$ cat config.mk
export PLATFORM = sky130hd
export DESIGN_NAME = mem_port_arbiter_flat
export DESIGN_NICKNAME = d
export VERILOG_FILES = /design/src/rtl/mem_arb_pkg.sv /design/src/rtl/mem_port_arbiter_if.sv /design/src/rtl/rr_arb2.sv /design/src/rtl/mem_port_arbiter.sv /design/src/flat_wrapper.sv
export SDC_FILE = /design/constraint.sdc
export NUM_CORES = 1
export LEC_CHECK = 0
export ABC_AREA = 1
export CAP_MARGIN = 10
export CORE_UTILIZATION = 33
export DETAILED_ROUTE_END_ITERATION = 6
export GPL_TIMING_DRIVEN = 0
export PLACE_DENSITY = 0.77
export RECOVER_POWER = 25
export SYNTH_ARGS = -nofsm -noshare
export SYNTH_HDL_FRONTEND = slang
export SYNTH_HIERARCHICAL = 1
export SYNTH_SLANG_ARGS = --single-unit
$ cat constraint.sdc
create_clock -name clk -period 1.53 [get_ports clk]
set_input_delay 0.306 -clock clk [delete_from_list [all_inputs] [get_ports clk]]
set_output_delay 0.306 -clock clk [all_outputs]
set_load 0.01 [all_outputs]
$ cat src/rtl/mem_arb_pkg.sv
// Shared constants and types for the memory port arbiter.
// Holds the one-hot FSM encodings, grant-side constants and the request payload.
package mem_arb_pkg;

    localparam logic [5:0] S_IDLE      = 6'b000001;
    localparam logic [5:0] S_I_REQ     = 6'b000010;
    localparam logic [5:0] S_I_RESP    = 6'b000100;
    localparam logic [5:0] S_D_RD_REQ  = 6'b001000;
    localparam logic [5:0] S_D_RD_RESP = 6'b010000;
    localparam logic [5:0] S_D_WR_REQ  = 6'b100000;

    localparam logic GNT_INST = 1'b0;
    localparam logic GNT_DATA = 1'b1;

    typedef struct packed {
        logic [31:0] addr;
        logic [31:0] wdata;
        logic [3:0]  wstrb;
    } mem_req_t;

endpackage

$ cat src/rtl/mem_port_arbiter_if.sv
// Bundle of fetch, data and shared-memory signals around the arbiter.
// slave: the arbiter's view; master: the view of the cores and memory around it.
interface mem_port_arbiter_if;

    logic        inst_req_valid;
    logic [31:0] inst_pc;
    logic        inst_req_ack;
    logic [31:0] inst_rdata;
    logic        inst_valid;
    logic        inst_ack;

    logic [31:0] d_addr;
    logic        d_memread;
    logic        d_memwrite;
    logic [31:0] d_wdata;
    logic [3:0]  d_wstrb;
    logic        d_req_ack;
    logic [31:0] d_rdata;
    logic        d_rvalid;
    logic        d_rack;

    logic        m_req_valid;
    logic        m_req_ready;
    logic [31:0] m_addr;
    logic        m_wen;
    logic [31:0] m_wdata;
    logic [3:0]  m_wstrb;
    logic [31:0] m_rdata;
    logic        m_rvalid;
    logic        m_rready;

    modport slave (
        input  inst_req_valid, inst_pc, inst_ack,
        input  d_addr, d_memread, d_memwrite, d_wdata, d_wstrb, d_rack,
        input  m_req_ready, m_rdata, m_rvalid,
        output inst_req_ack, inst_rdata, inst_valid,
        output d_req_ack, d_rdata, d_rvalid,
        output m_req_valid, m_addr, m_wen, m_wdata, m_wstrb, m_rready
    );

    modport master (
        output inst_req_valid, inst_pc, inst_ack,
        output d_addr, d_memread, d_memwrite, d_wdata, d_wstrb, d_rack,
        output m_req_ready, m_rdata, m_rvalid,
        input  inst_req_ack, inst_rdata, inst_valid,
        input  d_req_ack, d_rdata, d_rvalid,
        input  m_req_valid, m_addr, m_wen, m_wdata, m_wstrb, m_rready
    );

endinterface

$ cat src/rtl/rr_arb2.sv
// Two-requester picker: round-robin (RR_EN=1) or fixed data-first (RR_EN=0).
// Ports: clk, rst_n, i_req_inst/i_req_data requests, i_take commits o_gnt.
module rr_arb2
    import mem_arb_pkg::*;
#(
    parameter bit RR_EN = 1'b1
) (
    input  logic clk,
    input  logic rst_n,
    input  logic i_req_inst,
    input  logic i_req_data,
    input  logic i_take,
    output logic o_gnt
);

    logic r_last;

    // On a tie the side that did not win last time goes next.
    always_comb begin
        o_gnt = GNT_INST;
        if (i_req_data && i_req_inst) begin
            if (RR_EN && (r_last == GNT_DATA))
                o_gnt = GNT_INST;
            else
                o_gnt = GNT_DATA;
        end else if (i_req_data) begin
            o_gnt = GNT_DATA;
        end
    end

    // Resetting to inst lets data win the first tie.
    always_ff @(posedge clk or negedge rst_n) begin
        if (!rst_n)
            r_last <= GNT_INST;
        else if (i_take)
            r_last <= o_gnt;
    end

endmodule

$ cat src/rtl/mem_port_arbiter.sv
// Shares one memory port between fetch and data, one transaction at a time.
// Ports: clk, rst (async, active-low), bus (fetch, data and memory channels).
module mem_port_arbiter
    import mem_arb_pkg::*;
#(
    parameter bit RR_EN = 1'b1
) (
    input  logic              clk,
    input  logic              rst,
    mem_port_arbiter_if.slave bus
);

    logic [5:0] r_state;
    logic [5:0] w_next;
    mem_req_t   r_req;

    logic w_i_req;
    logic w_d_req;
    logic w_take;
    logic w_gnt;
    logic w_rready;

    logic w_idle;
    logic w_i_rq;
    logic w_i_rs;
    logic w_d_rd;
    logic w_d_rs;
    logic w_d_wr;

    assign w_idle = (r_state == S_IDLE);
    assign w_i_rq = (r_state == S_I_REQ);
    assign w_i_rs = (r_state == S_I_RESP);
    assign w_d_rd = (r_state == S_D_RD_REQ);
    assign w_d_rs = (r_state == S_D_RD_RESP);
    assign w_d_wr = (r_state == S_D_WR_REQ);

    assign w_i_req = bus.inst_req_valid;
    assign w_d_req = bus.d_memread | bus.d_memwrite;
    assign w_take  = w_idle & (w_i_req | w_d_req);

    rr_arb2 #(
        .RR_EN (RR_EN)
    ) u_arb (
        .clk        (clk),
        .rst_n      (rst),
        .i_req_inst (w_i_req),
        .i_req_data (w_d_req),
        .i_take     (w_take),
        .o_gnt      (w_gnt)
    );

    assign w_rready = (w_i_rs & bus.inst_ack) | (w_d_rs & bus.d_rack);

    always_comb begin
        w_next = r_state;
        unique case (1'b1)
            w_idle: begin
                if (w_take) begin
                    // A read+write collision is treated as a write.
                    if (w_gnt == GNT_DATA)
                        w_next = bus.d_memwrite ? S_D_WR_REQ : S_D_RD_REQ;
                    else
                        w_next = S_I_REQ;
                end
            end
            w_i_rq: if (bus.m_req_ready) w_next = S_I_RESP;
            w_d_rd: if (bus.m_req_ready) w_next = S_D_RD_RESP;
            w_d_wr: if (bus.m_req_ready) w_next = S_IDLE;
            w_i_rs, w_d_rs: begin
                if (bus.m_rvalid && w_rready)
                    w_next = S_IDLE;
            end
            default: w_next = S_IDLE;
        endcase
    end

    // Payload is latched at grant so it stays stable even if the requester drops.
    always_ff @(posedge clk or negedge rst) begin
        if (!rst) begin
            r_state <= S_IDLE;
            r_req   <= '0;
        end else begin
            r_state <= w_next;
            if (w_take) begin
                if (w_gnt == GNT_DATA) begin
                    r_req.addr  <= bus.d_addr;
                    r_req.wdata <= bus.d_memwrite ? bus.d_wdata : '0;
                    r_req.wstrb <= bus.d_memwrite ? bus.d_wstrb : '0;
                end else begin
                    r_req.addr  <= bus.inst_pc;
                    r_req.wdata <= '0;
                    r_req.wstrb <= '0;
                end
            end
        end
    end

    assign bus.m_req_valid  = w_i_rq | w_d_rd | w_d_wr;
    assign bus.m_addr       = r_req.addr;
    assign bus.m_wen        = w_d_wr;
    assign bus.m_wdata      = r_req.wdata;
    assign bus.m_wstrb      = w_d_wr ? r_req.wstrb : 4'b0000;

    assign bus.inst_req_ack = w_i_rq & bus.m_req_ready;
    assign bus.d_req_ack    = (w_d_rd | w_d_wr) & bus.m_req_ready;

    assign bus.inst_valid   = w_i_rs & bus.m_rvalid;
    assign bus.d_rvalid     = w_d_rs & bus.m_rvalid;
    assign bus.m_rready     = w_rready;

    assign bus.inst_rdata   = bus.m_rdata;
    assign bus.d_rdata      = bus.m_rdata;

endmodule

$ cat src/flat_wrapper.sv
// flat-port wrapper written by rule: the top's interface ports become plain ports
module mem_port_arbiter_flat import mem_arb_pkg::*;
#(
    parameter bit RR_EN = 1'b1
)
  (clk, rst, bus_inst_req_valid, bus_inst_pc, bus_inst_ack, bus_d_addr, bus_d_memread, bus_d_memwrite, bus_d_wdata, bus_d_wstrb, bus_d_rack, bus_m_req_ready, bus_m_rdata, bus_m_rvalid, bus_inst_req_ack, bus_inst_rdata, bus_inst_valid, bus_d_req_ack, bus_d_rdata, bus_d_rvalid, bus_m_req_valid, bus_m_addr, bus_m_wen, bus_m_wdata, bus_m_wstrb, bus_m_rready);
  mem_port_arbiter_if bus_i ();
  input  logic clk;
  input  logic rst;
  input wire logic [$bits(bus_i.inst_req_valid)-1:0] bus_inst_req_valid;
  input wire logic [$bits(bus_i.inst_pc)-1:0] bus_inst_pc;
  input wire logic [$bits(bus_i.inst_ack)-1:0] bus_inst_ack;
  input wire logic [$bits(bus_i.d_addr)-1:0] bus_d_addr;
  input wire logic [$bits(bus_i.d_memread)-1:0] bus_d_memread;
  input wire logic [$bits(bus_i.d_memwrite)-1:0] bus_d_memwrite;
  input wire logic [$bits(bus_i.d_wdata)-1:0] bus_d_wdata;
  input wire logic [$bits(bus_i.d_wstrb)-1:0] bus_d_wstrb;
  input wire logic [$bits(bus_i.d_rack)-1:0] bus_d_rack;
  input wire logic [$bits(bus_i.m_req_ready)-1:0] bus_m_req_ready;
  input wire logic [$bits(bus_i.m_rdata)-1:0] bus_m_rdata;
  input wire logic [$bits(bus_i.m_rvalid)-1:0] bus_m_rvalid;
  output wire logic [$bits(bus_i.inst_req_ack)-1:0] bus_inst_req_ack;
  output wire logic [$bits(bus_i.inst_rdata)-1:0] bus_inst_rdata;
  output wire logic [$bits(bus_i.inst_valid)-1:0] bus_inst_valid;
  output wire logic [$bits(bus_i.d_req_ack)-1:0] bus_d_req_ack;
  output wire logic [$bits(bus_i.d_rdata)-1:0] bus_d_rdata;
  output wire logic [$bits(bus_i.d_rvalid)-1:0] bus_d_rvalid;
  output wire logic [$bits(bus_i.m_req_valid)-1:0] bus_m_req_valid;
  output wire logic [$bits(bus_i.m_addr)-1:0] bus_m_addr;
  output wire logic [$bits(bus_i.m_wen)-1:0] bus_m_wen;
  output wire logic [$bits(bus_i.m_wdata)-1:0] bus_m_wdata;
  output wire logic [$bits(bus_i.m_wstrb)-1:0] bus_m_wstrb;
  output wire logic [$bits(bus_i.m_rready)-1:0] bus_m_rready;
  assign bus_i.inst_req_valid = bus_inst_req_valid;
  assign bus_i.inst_pc = bus_inst_pc;
  assign bus_i.inst_ack = bus_inst_ack;
  assign bus_i.d_addr = bus_d_addr;
  assign bus_i.d_memread = bus_d_memread;
  assign bus_i.d_memwrite = bus_d_memwrite;
  assign bus_i.d_wdata = bus_d_wdata;
  assign bus_i.d_wstrb = bus_d_wstrb;
  assign bus_i.d_rack = bus_d_rack;
  assign bus_i.m_req_ready = bus_m_req_ready;
  assign bus_i.m_rdata = bus_m_rdata;
  assign bus_i.m_rvalid = bus_m_rvalid;
  assign bus_inst_req_ack = bus_i.inst_req_ack;
  assign bus_inst_rdata = bus_i.inst_rdata;
  assign bus_inst_valid = bus_i.inst_valid;
  assign bus_d_req_ack = bus_i.d_req_ack;
  assign bus_d_rdata = bus_i.d_rdata;
  assign bus_d_rvalid = bus_i.d_rvalid;
  assign bus_m_req_valid = bus_i.m_req_valid;
  assign bus_m_addr = bus_i.m_addr;
  assign bus_m_wen = bus_i.m_wen;
  assign bus_m_wdata = bus_i.m_wdata;
  assign bus_m_wstrb = bus_i.m_wstrb;
  assign bus_m_rready = bus_i.m_rready;
  mem_port_arbiter #(.RR_EN(RR_EN)) u_core (.clk(clk), .rst(rst), .bus(bus_i));
endmodule
==> flow_summary.json <==
{
  "status": "finished with violations",
  "violations": "negative setup slack",
  "track_usage": 0.199,
  "grt_setup_unrepaired": "yes",
  "die-area_sq_mm": 0.0136,
  "core-area_sq_mm": 0.0127,
  "cp.required_ps": 1220,
  "fp.dieH_microns": 117,
  "critPathSlowestCell": "dfrtp_2",
  "ant_nets": 0,
  "worstPathArrival_ps": 1490,
  "ys.flop_type": "dfrtp_1",
  "hpwlAfterDp_microns": 10200,
  "grt-ovfl-total": 0,
  "hold_path_class": "reg2reg",
  "startpoint": "u_core/r_state[4]$_DFFE_PN0P_",
  "worst_slack_ps": -270,
  "drive_above_1_share": 0.375,
  "cts_tree": "yes",
  "hold_ws_ps": 478,
  "final_nets": 987,
  "clock_sinks": 75,
  "critPathMaxStageDelay_ps": 450,
  "synth-edff-count": 0,
  "portBuffers": 247,
  "die_x_microns": 117,
  "wl_per_cell_microns": 15.1,
  "pre_cts_ws_ps": -829,
  "async_flop_share": 1.00,
  "drt-total-wl_microns": 15500,
  "start_util": 0.341,
  "viasPerCell": 4.49,
  "leakage_nw": 3.88,
  "crit_cells": 5,
  "ys_seq_elements": 75,
  "syn_area_sq_mm": 0.00434,
  "power_density_mw_per_mm2": 2100,
  "synth.most_common_cell": "buf_4",
  "drv_slew": 0,
  "power.share.sequential": 0.207,
  "grt_max_degree": 39,
  "ir_drop_uv": 935,
  "cell_internal_pwr_mw": 11.0,
  "fin_skew_ps": 8.79,
  "crit_chain": "nor2_4 -> buf_4 -> nand3_2 -> a21oi_2 -> buf_2",
  "worstReg2RegStart": "u_core/r_state[4]$_DFFE_PN0P_",
  "yosys.area.top_type": "dfrtp_1",
  "startpoint_type": "flip-flop",
  "antenna_found_initial": 0,
  "worstSkewPairLatency_ps": 330,
  "r2r_cells": 10,
  "grt_pass1_vias": 4122,
  "ys_warn_count": 6,
  "drv_cap": 0,
  "clkTransAtPathRegs_ps": 60,
  "avgSynthCellArea_sq_um": 8.03,
  "clockPowerShare": 0.120,
  "fillerInstances": 1078,
  "cts_buffers": 9,
  "first_pass_iters": 4,
  "power.switching_mw": 6.76,
  "synthCells": 540,
  "area_growth_pct": 95.4,
  "critical_path_buf_inv_count": 2,
  "r2r_setup_slack_ps": -250,
  "row_count": 41,
  "worstSetupPathType": "reg2out",
  "clock_path_buffers": 2,
  "drc": 0,
  "fmax_mhz": 556,
  "ios": 280,
  "cts-root-buf": "clkbuf_16",
  "r2r-end": "u_core/bus.m_addr[4]$_DFFE_PN0P_",
  "critical-path-top-delay-family": "flip-flops",
  "endpoint": "bus_d_req_ack",
  "grt_pass1_wl_microns": 20500,
  "syn-num-nets": 681,
  "drt_iter0_drc": 224,
  "htreeDepth": 3,
  "fin_crit_ps": 1800,
  "endpoint_kind": "primary output",
  "yosysSeqAreaShare": 0.433,
  "critPathMaxFanout": 4,
  "finalSetupViolCount": 85,
  "synth_common_cells": "130 x buf_4, 115 x nand2_1, 80 x nor2_1",
  "slew_headroom": 0.336,
  "synth_top_area_frac": 0.427,
  "synth.area.top_cells": "dfrtp_1 43%, buf_4 23%, nand2_1 10%",
  "antenna_cells": 0,
  "via_count": 4596,
  "tightest_slew_ps": 995,
  "netSwitchingFraction": 0.380,
  "post_synth_num_cell_types": 21,
  "gp_congestion": 0.809,
  "hold_viol": 0,
  "post-route-period-util": 1.18,
  "combPwrFrac": 0.673
}
## kinds of logic after synthesis
kind of cell,after synthesis,share of synthesized area
and+or+nand+nor,220,0.208
DFF,75,0.433
AOI/OAI and AO/OA,71,0.0923
buffers and inverters,174,0.267
## registers in the layout (all words and copies together), names as in the netlist
signal,flops
u_core/r_req,4
u_core/bus.m_addr,32
u_core/r_state,6
u_core/bus.m_wdata,32
u_core/u_arb/r_last,1
## per-layer routing
metal | vias to the layer above | wire, microns | global-route usage
li1 | 2213 | - | -
met1 | 2183 | 5780 | 0.217
met2 | 177 | 8280 | 0.368
met3 | 23 | 1150 | 0.0545
met4 | 0 | 268 | 0.0700
met5 | - | 0 | 0
## worst min-delay path, cell delays in order (launching register included)
cell,delay (ps)
dfrtp_1,340
nand2_1,50
nand2_1,50
## how the worst min path moves through the flow
stage,start,end,cells past startpoint
after floorplan,rst,u_core/bus.m_addr[0]$_DFFE_PN0P_,0
after global placement,u_core/u_arb/r_last$_DFFE_PN0P_,u_core/u_arb/r_last$_DFFE_PN0P_,2
after detailed placement,rst,u_core/r_state[3]$_DFFE_PN0P_,1
after CTS,u_core/u_arb/r_last$_DFFE_PN0P_,u_core/u_arb/r_last$_DFFE_PN0P_,2
after global routing,u_core/u_arb/r_last$_DFFE_PN0P_,u_core/u_arb/r_last$_DFFE_PN0P_,2
final,u_core/u_arb/r_last$_DFFE_PN0P_,u_core/u_arb/r_last$_DFFE_PN0P_,2
## repair_timing
item,CTS,global route
buffers inserted,25,14
endpoints found under the setup margin,147,85
pin swaps,13,9
hold buffers,1,0
gates resized for setup,187,129
endpoints found under the hold margin,36,0
gates cloned,4,8
## power groups by stage
stage          Sequential [mW]  Clock (mW)  Combinational [mW]
6_report                  3.67        2.14                12.0
5_1_grt                   3.77        2.29                12.8
4_1_cts                   3.59        2.17                9.38
3_5_place_dp              3.62           0                8.05
3_3_place_gp              3.56           0                7.90
2_1_floorplan             3.48           0                4.78
## layout by cell type (no fill, tap or decap), types with 3 or more instances in the layout
master / instances
nor2_4: 10
nor2_1: 56
inv_1: 17
buf_4: 148
o21ai_2: 4
nor2_2: 17
a31oi_1: 24
clkdlybuf4s50_1: 171
nand2_1: 111
dfrtp_1: 72
nand3_2: 3
buf_12: 10
nand3_1: 12
clkbuf_16: 15
buf_6: 18
a21oi_2: 34
inv_2: 3
buf_8: 13
dlygate4sd2_1: 64
a31oi_4: 8
clkinv_4: 3
buf_2: 11
## area by class of cell
class,instances,area [sq um],area share
plain buffers,150,1240,0.146
clock buffers,10,239,0.0282
clock inverters,6,65.1,0.00768
inverters,22,91.3,0.0108
multi-input cells,291,1710,0.201
flip-flops and latches,75,1880,0.222
well taps,172,215,0.0254
repair buffers,297,3040,0.358
## stage by stage
| stage | cell area [sq um] | TNS [ps] | total power, mW | std cells | util |
|---|---|---|---|---|---|
| after floorplan | 4340 | 0 | 8.26 | 540 | - |
| after global placement | 7020 | -244220 | 11.5 | 959 | 0.552 |
| after detailed placement | 7040 | -53780 | 11.7 | 960 | 0.554 |
| after CTS | 7760 | -13070 | 15.1 | 1005 | 0.610 |
| after global routing | 8470 | -20730 | 18.8 | 1023 | 0.666 |
| final | 8470 | -13310 | 17.8 | 1023 | 0.666 |
No activity file was read; power rests on OpenSTA's default activity.
